<file path="config.mk">
export PLATFORM = sky130hd
export DESIGN_NAME = encoder_4to2_arb
export DESIGN_NICKNAME = d
export VERILOG_FILES = /design/src/rtl/encoder_4to2_arb_pkg.sv /design/src/rtl/encoder_4to2_arb_prio_sel_4.sv /design/src/rtl/encoder_4to2_arb.sv
export SDC_FILE = /design/constraint.sdc
export NUM_CORES = 1
export LEC_CHECK = 0
export CAP_MARGIN = 25
export CORE_MARGIN = 1.5
export CORE_UTILIZATION = 30
export DETAILED_ROUTE_END_ITERATION = 8
export PLACE_DENSITY = 0.54
export SETUP_SLACK_MARGIN = 0.4
export SLEW_MARGIN = 15
export SYNTH_ARGS = -nofsm -noshare
export SYNTH_HDL_FRONTEND = slang
export SYNTH_SLANG_ARGS = --single-unit
</file>
<file path="constraint.sdc">
create_clock -name clk -period 1.9 [get_ports clk]
set_input_delay 0.285 -clock clk [delete_from_list [all_inputs] [get_ports clk]]
set_output_delay 0.285 -clock clk [all_outputs]
set_load 0.02 [all_outputs]
</file>
<file path="src/rtl/encoder_4to2_arb_pkg.sv">
// Shared widths, FSM state type and a bit-count helper for the 4-to-2 request encoder.
package encoder_pkg;

  localparam int N_REQ = 4;
  localparam int IDX_W = 2;

  typedef enum logic {
    IDLE  = 1'b0,
    GRANT = 1'b1
  } state_t;

  function automatic logic [IDX_W:0] count_ones(input logic [N_REQ-1:0] v);
    logic [IDX_W:0] cnt;
    cnt = '0;
    for (int i = 0; i < N_REQ; i++) begin
      cnt = cnt + (IDX_W+1)'(v[i]);
    end
    return cnt;
  endfunction

endpackage

</file>
<file path="src/rtl/encoder_4to2_arb_prio_sel_4.sv">
// Combinational 4-way priority selector: searches base, base-1, base-2, base-3 (mod 4)
// and reports the first set request plus whether any / more than one request is set.
module prio_sel_4
  import encoder_pkg::*;
(
  input  logic [N_REQ-1:0] req,
  input  logic [IDX_W-1:0] base,
  output logic [IDX_W-1:0] idx,
  output logic             any,
  output logic             multi
);

  logic [IDX_W-1:0] cand;
  logic             found;

  always_comb begin
    idx   = '0;
    cand  = '0;
    found = 1'b0;
    for (int k = 0; k < N_REQ; k++) begin
      cand = base - IDX_W'(k);
      if (!found && req[cand]) begin
        idx   = cand;
        found = 1'b1;
      end
    end
  end

  assign any   = |req;
  assign multi = (count_ones(req) > (IDX_W+1)'(1));

endmodule

</file>
<file path="src/rtl/encoder_4to2_arb.sv">
// Registered 4-to-2 request encoder with valid/ack handshake and sticky pending bits.
// Define ROUND_ROBIN_EN for rotating priority; otherwise highest index wins.
module encoder_4to2_arb
  import encoder_pkg::*;
(
  input  logic             clk,
  input  logic             rst_n,
  input  logic             en,
  input  logic [N_REQ-1:0] D,
  input  logic             ack,
  output logic             A,
  output logic             B,
  output logic             valid,
  output logic             more
);

  state_t           state_q, state_d;
  logic [N_REQ-1:0] pending_q;
  logic [N_REQ-1:0] clr;
  logic [IDX_W-1:0] gnt_idx_q;
  logic             more_q;
  logic [IDX_W-1:0] base;
  logic [IDX_W-1:0] sel_idx;
  logic             sel_any;
  logic             sel_multi;
  logic             grant_load;
  logic             accept;

`ifdef ROUND_ROBIN_EN
  // rot_q is stored as an offset from index 3 so that the reset value 0 starts
  // at the same priority as the fixed scheme; base = 3 - rot_q.
  logic [IDX_W-1:0] rot_q;

  always_ff @(posedge clk or negedge rst_n) begin
    if (!rst_n) begin
      rot_q <= '0;
    end else if (accept) begin
      rot_q <= IDX_W'(0) - gnt_idx_q;
    end
  end

  assign base = IDX_W'(N_REQ-1) - rot_q;
`else
  assign base = IDX_W'(N_REQ-1);
`endif

  prio_sel_4 u_sel (
    .req   (pending_q),
    .base  (base),
    .idx   (sel_idx),
    .any   (sel_any),
    .multi (sel_multi)
  );

  always_ff @(posedge clk or negedge rst_n) begin
    if (!rst_n) begin
      state_q <= IDLE;
    end else begin
      state_q <= state_d;
    end
  end

  always_comb begin
    state_d    = state_q;
    grant_load = 1'b0;
    accept     = 1'b0;
    case (state_q)
      IDLE: begin
        if (en && sel_any) begin
          grant_load = 1'b1;
          state_d    = GRANT;
        end
      end
      GRANT: begin
        if (ack) begin
          accept  = 1'b1;
          state_d = IDLE;
        end
      end
      default: state_d = IDLE;
    endcase
  end

  // A new request on the granted line in the ack cycle overrides the clear.
  assign clr = accept ? (N_REQ'(1) << gnt_idx_q) : '0;

  always_ff @(posedge clk or negedge rst_n) begin
    if (!rst_n) begin
      pending_q <= '0;
    end else begin
      pending_q <= (pending_q & ~clr) | (D & {N_REQ{en}});
    end
  end

  always_ff @(posedge clk or negedge rst_n) begin
    if (!rst_n) begin
      gnt_idx_q <= '0;
      more_q    <= 1'b0;
    end else if (grant_load) begin
      gnt_idx_q <= sel_idx;
      more_q    <= sel_multi;
    end else if (accept) begin
      more_q    <= 1'b0;
    end
  end

  assign A     = gnt_idx_q[1];
  assign B     = gnt_idx_q[0];
  assign valid = (state_q == GRANT);
  assign more  = more_q;

endmodule

</file>
======== After elaboration in Yosys (flattened, before gate mapping) ========
Index checks and enable logic that the tools add are counted.
storage, ports and cells
  input bits .............................. 8
  output and inout port bits .............. 4
  flip-flop bits (word level) ............. 8
cells by class
  bitwise operators ....................... 5
  shift-type cells ........................ 1
  multiplexer cells ....................... 16
  $add $sub $neg .......................... 3
  magnitude comparators ................... 1
  reductions and logical operators ........ 9
operators with widths
  cell                                                                             number
  1-bit two-way mux                                                                10
  4-bit AND                                                                        2
  2-bit two-way mux                                                                4
  3-bit by 1-bit adder with 3-bit output                                           2
  1-bit logical AND                                                                4
  4-bit two-way mux                                                                1
  4-bit inverter                                                                   1
  4-bit bitwise OR                                                                 1
  4-bit OR reduction                                                               1
  1-bit by 2-bit << shifter with 4-bit output, first input constant                1
  3-bit by 1-bit greater-than comparator with 1-bit output, second input constant  1
  1-bit logical NOT                                                                3
  1-bit by 1-bit adder with 2-bit output                                           1
  1-bit one-hot mux with 2 select lines                                            1
  2-bit nonzero test                                                               1
  1-bit inverter                                                                   1

======== Depth between registers and ports, before layout ========
Gate-level depths: netlist of the first run.
  word-level depth ........................ 10
  depth in mapped cells ................... 5
  gate-level depth less buffers ........... 5

======== By module ========
Synthesis of the first run repeated with hierarchy kept, for this count alone.
unflattened totals
  cell total of the unflattened synthesis .. 42
  area total of the unflattened synthesis .. 476.7 µm²
modules (own cells, without submodules)
  module            area each (µm²)  cells each  instances  sequential area each (µm²)
  encoder_4to2_arb  360.3            24          1          200.2
  prio_sel_4        116.4            18          1          0.0

======== Worst setup path after synthesis of the first run ========
No wires, ideal clock.
  path kind ............................... reg-to-reg
  start point ............................. reg pending_q[1]
  end point ............................... reg more_q (netlist: more)
  path buffers ............................ 0
  arrival time ............................ 1.228 ns
  slack ................................... 0.541 ns
  data required time ...................... 1.769 ns
  period minus slack after synthesis ...... 1.359 ns
  cell stages (with the launch flop) ...... 6
  cell sequence ........................... dfrtp_1 inv_1 ha_1 ha_1 a211oi_1 mux2i_1
between the ends
  word-level cells in the longest chain between the ends .. 5
  elaborated cells on any way between the ends .. 10
  those cells by class .................... 3 x add/sub; 1 x order compare; 3 x mux; 3 x reduce/logical
ends and longest elaborated chain
  element                                                                                        RTL line                                                       source
  start: declaration                                                                             encoder_4to2_arb.sv:18                                         logic [N_REQ-1:0] pending_q;
  start signal: assignment                                                                       encoder_4to2_arb.sv:91                                         pending_q <= (pending_q & ~clr) | (D & {N_REQ{en}});
  1-bit by 1-bit adder with 2-bit output or 4-bit OR reduction (tied branches)                   encoder_4to2_arb_pkg.sv:16, encoder_4to2_arb_prio_sel_4.sv:29
  3-bit by 1-bit adder with 3-bit output or 1-bit logical AND (tied branches)                    encoder_4to2_arb_pkg.sv:16, encoder_4to2_arb.sv:69
  3-bit by 1-bit adder with 3-bit output or 1-bit two-way mux (tied branches)                    encoder_4to2_arb_pkg.sv:16, encoder_4to2_arb.sv:69
  3-bit by 1-bit greater-than comparator with 1-bit output or 1-bit two-way mux (tied branches)  encoder_4to2_arb_prio_sel_4.sv:30, encoder_4to2_arb.sv:67
  1-bit two-way mux or 2-bit nonzero test (tied branches)                                        n/a
  end signal: assignment                                                                         encoder_4to2_arb.sv:101                                        more_q <= sel_multi;
  end: declaration                                                                               encoder_4to2_arb.sv:21                                         logic more_q;
Several ways; a longest one is shown, not always the timed one.
A chain may end at the register's enable or synchronous reset.

======== Worst setup path in the final report of the first run ========
  start point ............................. reg pending_q[0]
  end point ............................... reg more_q (netlist: more)
Same word-level chain as after synthesis.

==> results of run 1 <==
## routing by layer
metal	routed length (µm)	part of all wire, %	global-route usage, %	up-vias
met4	18	2.3	10.34	0
li1	-	-	-	166
met1	371	48	16.96	147
met5	0	0	0	-
met3	44	5.7	5.114	4
met2	343	44	18.85	9
## cell usage after synthesis, drive strengths merged
cell type	n
o21ai	4
nand4	1
nor2	1
a211oi	1
a21o	1
mux2i	2
nand2	5
or3	1
ha	3
a21oi	2
nor3	1
nand3	1
dfrtp	8
inv	5
a22o	2
nand2b	1
## report_power, final
| part | internal [W] | switching (W) | leakage (nW) |
|---|---|---|---|
| clock network | 0.0000720 | 0.0000537 | 0.0138 |
| registers | 0.000216 | 0.0000457 | 0.0828 |
| logic | 0.000103 | 0.000105 | 0.177 |
## cells by family (layout without fill, tap and decap cells)
logic type | Yosys count | count (layout) | share of synthesized area (%)
flops | 8 | 8 | 50.31
mux | 2 | 2 | 5.032
compound gates | 10 | 10 | 16.98
buf+inv | 5 | 20 | 4.717
fa+ha+maj | 3 | 3 | 9.435
simple gates | 11 | 11 | 13.52
## cell type report
cell class / instances / area [µm²] / share of cell area (%)
multi-input combinational: 26 / 183.9 / 32.89
timing repair buffer: 12 / 116.4 / 20.81
inverter: 5 / 18.77 / 3.356
tap: 14 / 17.52 / 3.132
sequential: 8 / 200.2 / 35.79
clock buffer: 3 / 22.52 / 4.027
## worst max path at each step
stage | start | endpoint | cells past startpoint
2_1_floorplan | pending_q[1] | more | 5
5_1_grt | pending_q[0] | more | 5
4_1_cts | more | more | 1
3_5_place_dp | ack | pending_q[1] | 4
6_report | pending_q[0] | more | 5
3_3_place_gp | pending_q[1] | more | 5
## state kept, by name, summed over array words and instances, names as in the netlist
register   cells
valid          1
gnt_idx_q      2
more           1
pending_q      4
## repair_timing
action	4_1_cts	5_1_grt
cloned	0	0
setup buffers	0	1
resized for setup	4	1
endpoints found under the setup margin	4	2
## metrics by stage
stage | cell area, µm² | hold slack, ns | util, % | total power, W | setup slack [ns]
6_report | 559.3 | 0.3082 | 47.76 | 0.0005949 | 0.4674
5_1_grt | 559.3 | 0.3316 | 47.76 | 0.0006433 | 0.3901
4_1_cts | 549.3 | 0.3158 | 46.90 | 0.0005984 | 0.4089
3_5_place_dp | 525.5 | 0.5212 | 44.87 | 0.0004678 | 0.3860
3_3_place_gp | 525.5 | 0.5331 | 44.87 | 0.0004664 | 0.3937
2_1_floorplan | 397.9 | -0.01059 | - | 0.0003699 | 0.5415
==> flow_summary.toml, run 1 <==
[run_status]
status = "complete, no violations"

[layout]
final_cell_count_no_fill = 68
final_nets = 67
drive_gt1_share_pct = 14.81
syn2layout_area_growth_pct = 40.57
most-common-layout-cells = "8 x dfrtp_1, 7 x clkdlybuf4s50_1, 5 x inv_1"
fillCellCount = 119
final_common_cell = "dfrtp_1"
antenna_cells = 0

[drt]
num_vias = 326
routed_wl_um = 777
drc = 0
via_per_inst = 4.794
routedWlPerCell_um = 11.43
drt_iter0_markers = 3
dr.pass1.iters = 2
drtAntennaViolNets = 0

[timing]
finalCriticalPeriod_ns = 1.433
finalHoldViolations = 0
setup_tns_ns = 0
rsz0062_at_grt = "true"
worst_pin_slew_ns = 0.3529
maxSlewViolCount = 0
post-route-period-util_pct = 75.40
fmax_ghz = 0.6980
setup_viol_count_final = 0
skew_ns = 0.001058
relSlewSlack_pct = 76.40

[run]
max-cap-violations = 0

[synthesis]
yosysWarnings = 0
yosys.area.top_type = "dfrtp_1"
synth_area_per_cell_um2 = 10.20
synth_cell_type_count = 18
yosysTopAreaCellShare_pct = 50.31
syn_nets = 50
synthesis.area_um2 = 397.9
seq_area_frac_synth_pct = 50.31
synthTopCellsByArea = "dfrtp_1 50%, ha_1 9.4%, mux2i_1 5.0%"
syn_inst = 39
ys_seq_elements = 8

[grt]
grt_usage_pct = 13.71
grt_start_max_net_pins = 9
grt_pass1_wl_um = 1304
globalRouteOverflowTotal = 0
antenna_found_initial = 0
grt_pass1_vias = 298

[critical_path]
cp_slowest_cell = "dfrtp_1"
slowest_delay_ns = 0.35
cpMostUsedCell = "ha_1"
worstPathMaxFanout = 2
r2r-end = "more"
crit_chain = "inv_1, ha_1, ha_1, a211oi_2, mux2i_1"
critPathLaunchType = "flop"
path_delay_family = "adder cells"
r2r-start = "pending_q[0]"
endpoint_kind = "flop"
cp_data_required_time_ns = 2.03
criticalPathCategory = "flop to flop"
worst-r2r-cell-count = 5
critPathArrivalTime_ns = 1.56
crit_buf_inv = 1
r2r_setup_slack_ns = 0.47

[floorplanning]
die_x_um = 39.42
dieArea_um2 = 1554
initial_core_util_pct = 33.97
die_y_um = 39.42
ios = 12
row_count = 12
core-area_um2 = 1171

[pwr]
leakagePower_nw = 0.2735
vdd_drop_max_mv = 0.4861
p_per_area_nw_per_um2 = 1064

[clock_network]
root_buffer = "clkbuf_4"
cts.sinks = 8
path_clk_slew_ns = 0.05
clkLatencyLatePin_ns = 0.25
htreeDepth = 1
cts_hold_buf = 0
clockBufferDepth = 2
cts_made_buffers = 3
tritoncts = "done"

[worst_hold_path]
worstHoldPathType = "primary input to asynchronous set/reset pin"

[place]
numPortBuffers = 11
dpl.cell_count = 64
dp_hpwl_um = 610.6
globalplace.congestion = 0.8000
Note: power is estimated with default switching activity, not from simulation.
==> run 2: changes to the inputs <==
--- a/config.mk
+++ b/config.mk
@@ -9,7 +9,7 @@
 export CORE_MARGIN = 1.5
 export CORE_UTILIZATION = 30
 export DETAILED_ROUTE_END_ITERATION = 8
-export PLACE_DENSITY = 0.54
+export PLACE_DENSITY = 0.56
 export SETUP_SLACK_MARGIN = 0.4
 export SLEW_MARGIN = 15
 export SYNTH_ARGS = -nofsm -noshare
==> constraint.sdc (replaced) <==
create_clock -name clk -period 1.25 [get_ports clk]
set_input_delay 0.1875 -clock clk [delete_from_list [all_inputs] [get_ports clk]]
set_output_delay 0.1875 -clock clk [all_outputs]
set_load 0.02 [all_outputs]
==> run 2 against run 1 <==
  * Global-route usage increased by 4.9 points
  * Cell count increased by 24%
  * Clock skew about the same
  * First-iteration DRC count unchanged
  * Count of clock-buffer cells in the layout increased by 1
  * Sequential share of layout area decreased by 9.5 points
  * The run now ends with setup timing left
  * Highest routed layer unchanged
  * Hold slack got worse by 0.10 ns
  * Sequential power increased by 65%
==> flow_summary.toml, run 2 (synthesized netlist as in run 1, its figures left out) <==
[timing]
rsz0062_at_grt = "true"
skew_ns = 0.001508
post-route-period-util_pct = 101.6
setup_tns_ns = -0.01983
setup_viol_count_final = 1
relSlewSlack_pct = 76.16
maxSlewViolCount = 0
worst_pin_slew_ns = 0.3565
fmax_ghz = 0.7875
finalCriticalPeriod_ns = 1.270
post-route-worst-setup-slack_ns = -0.01983
finalHoldViolations = 0
holdWs_ns = 0.2042

[grt]
grt_usage_pct = 18.59
antenna_found_initial = 0
globalRouteOverflowTotal = 0
grt_start_max_net_pins = 9
grt_pass1_vias = 423
grt_pass1_wl_um = 1787

[layout]
final_common_cell = "buf_6"
stdcell_area_um2 = 779.5
drive_gt1_share_pct = 58.57
top_register = "pending_q"
most-common-layout-cells = "11 x buf_6, 9 x buf_4, 6 x clkdlybuf4s50_1"
syn2layout_area_growth_pct = 95.91
largest_register_ffs = 4
top_regs = "pending_q (4), gnt_idx_q (2)"
utilization_pct = 66.56
antenna_cells = 0
final_nets = 82

[pwr]
p_per_area_nw_per_um2 = 1613
p_total_w = 0.001257
vdd_drop_max_mv = 0.8603
leakagePower_nw = 0.3589

[critical_path]
critPathArrivalTime_ns = 1.40
cp_data_required_time_ns = 1.38
path_delay_family = "adder cells"
cp_slowest_cell = "dfrtp_1"
cpMostUsedCell = "ha_4"
crit_buf_inv = 1
endpoint_kind = "flop"
criticalPathCategory = "flop to flop"
slowest_delay_ns = 0.38
critPathLaunchType = "flop"
worstPathMaxFanout = 2
crit_chain = "inv_2, ha_4, ha_4, a211oi_2, mux2i_1"

[floorplanning]
die_y_um = 39.42
dieArea_um2 = 1554
initial_core_util_pct = 33.97
ios = 12
core-area_um2 = 1171
row_count = 12
die_x_um = 39.42

[clock_network]
htreeDepth = 1
clockBufferDepth = 2
tritoncts = "done"
cts_made_buffers = 3
root_buffer = "clkbuf_4"
cts.sinks = 8
clkLatencyLatePin_ns = 0.26
cts_hold_buf = 0
path_clk_slew_ns = 0.06

[drt]
drt_iter0_markers = 3
drtAntennaViolNets = 0
dr.pass1.iters = 3
via_per_inst = 4.893
drc = 0
num_vias = 411
routed_wl_um = 1087
routedWlPerCell_um = 12.94

[run]
max-cap-violations = 0

[place]
globalplace.congestion = 0.7987
placed_area_um2 = 594.3
dp_hpwl_um = 759.2
numPortBuffers = 11

[worst_hold_path]
worstHoldPathType = "primary input to asynchronous set/reset pin"

[run_status]
status = "finished, violations left"
violations = "setup timing"
run 2: changes by cell type in the layout (fill, tap and decap cells not counted), moves of 4 or more:
cell and delta:
dfrtp_1 -4, buf_6 +11, dfrtp_2 +4, o21ai_0 -4, buf_4 +8
run 2: power breakdown:
part	internal, W	total, W	switching [W]
sequential	0.000334	0.000430	0.0000953
combinational	0.000358	0.000610	0.000252
clock	0.000123	0.000218	0.0000951
run 2: worst reg2reg max path: stages, from the launching register on:
cell	delay, ns
dfrtp_1	0.38
inv_2	0.08
ha_4	0.21
ha_4	0.21
a211oi_2	0.17
mux2i_1	0.11
run 2: layer usage:
| metal | vias up | part of all wire (%) | track usage (%) |
|---|---|---|---|
| met5 | - | 0 | 0 |
| met2 | 10 | 51 | 29.92 |
| li1 | 199 | - | - |
| met4 | 0 | 1.7 | 10.34 |
| met1 | 199 | 44 | 21.91 |
| met3 | 3 | 3.1 | 5.114 |
run 2: metrics by stage:
stage,worst slack (ns),std cells
2_1_floorplan,-0.08403,39
3_3_place_gp,-0.1423,70
5_1_grt,-0.09564,84
3_5_place_dp,-0.2026,70
4_1_cts,-0.06981,81
6_report,-0.01983,84
run 2: worst paths after layout:
kind                         startpoint            to  slack, ns  cells past startpoint
setup / recovery           pending_q[0]          more      -0.02                      5
hold / removal                    rst_n          more       0.20                      1
setup reg to reg           pending_q[0]          more      -0.02                      5
hold reg to reg            gnt_idx_q[0]  pending_q[2]       0.60                      2
max in group asynchronous         rst_n  pending_q[3]       0.76                      1
min in group clk                   D[2]  pending_q[2]       0.47                      3
run 2: final cells by class:
type / count / area, µm²
Clock buffer: 4 / 26.28
Inverter: 5 / 18.77
Multi-Input combinational cell: 26 / 251.5
Timing Repair Buffer: 27 / 260.3
Fill cell: 96 / 391.6
Tap cell: 14 / 17.52
Sequential cell: 8 / 205.2
run 2: what timing repair did:
item	in CTS	in global routing
cloned	0	0
pin swaps	7	7
setup buffers	7	3
endpoints found under the setup margin	12	12
gates resized for setup	42	6
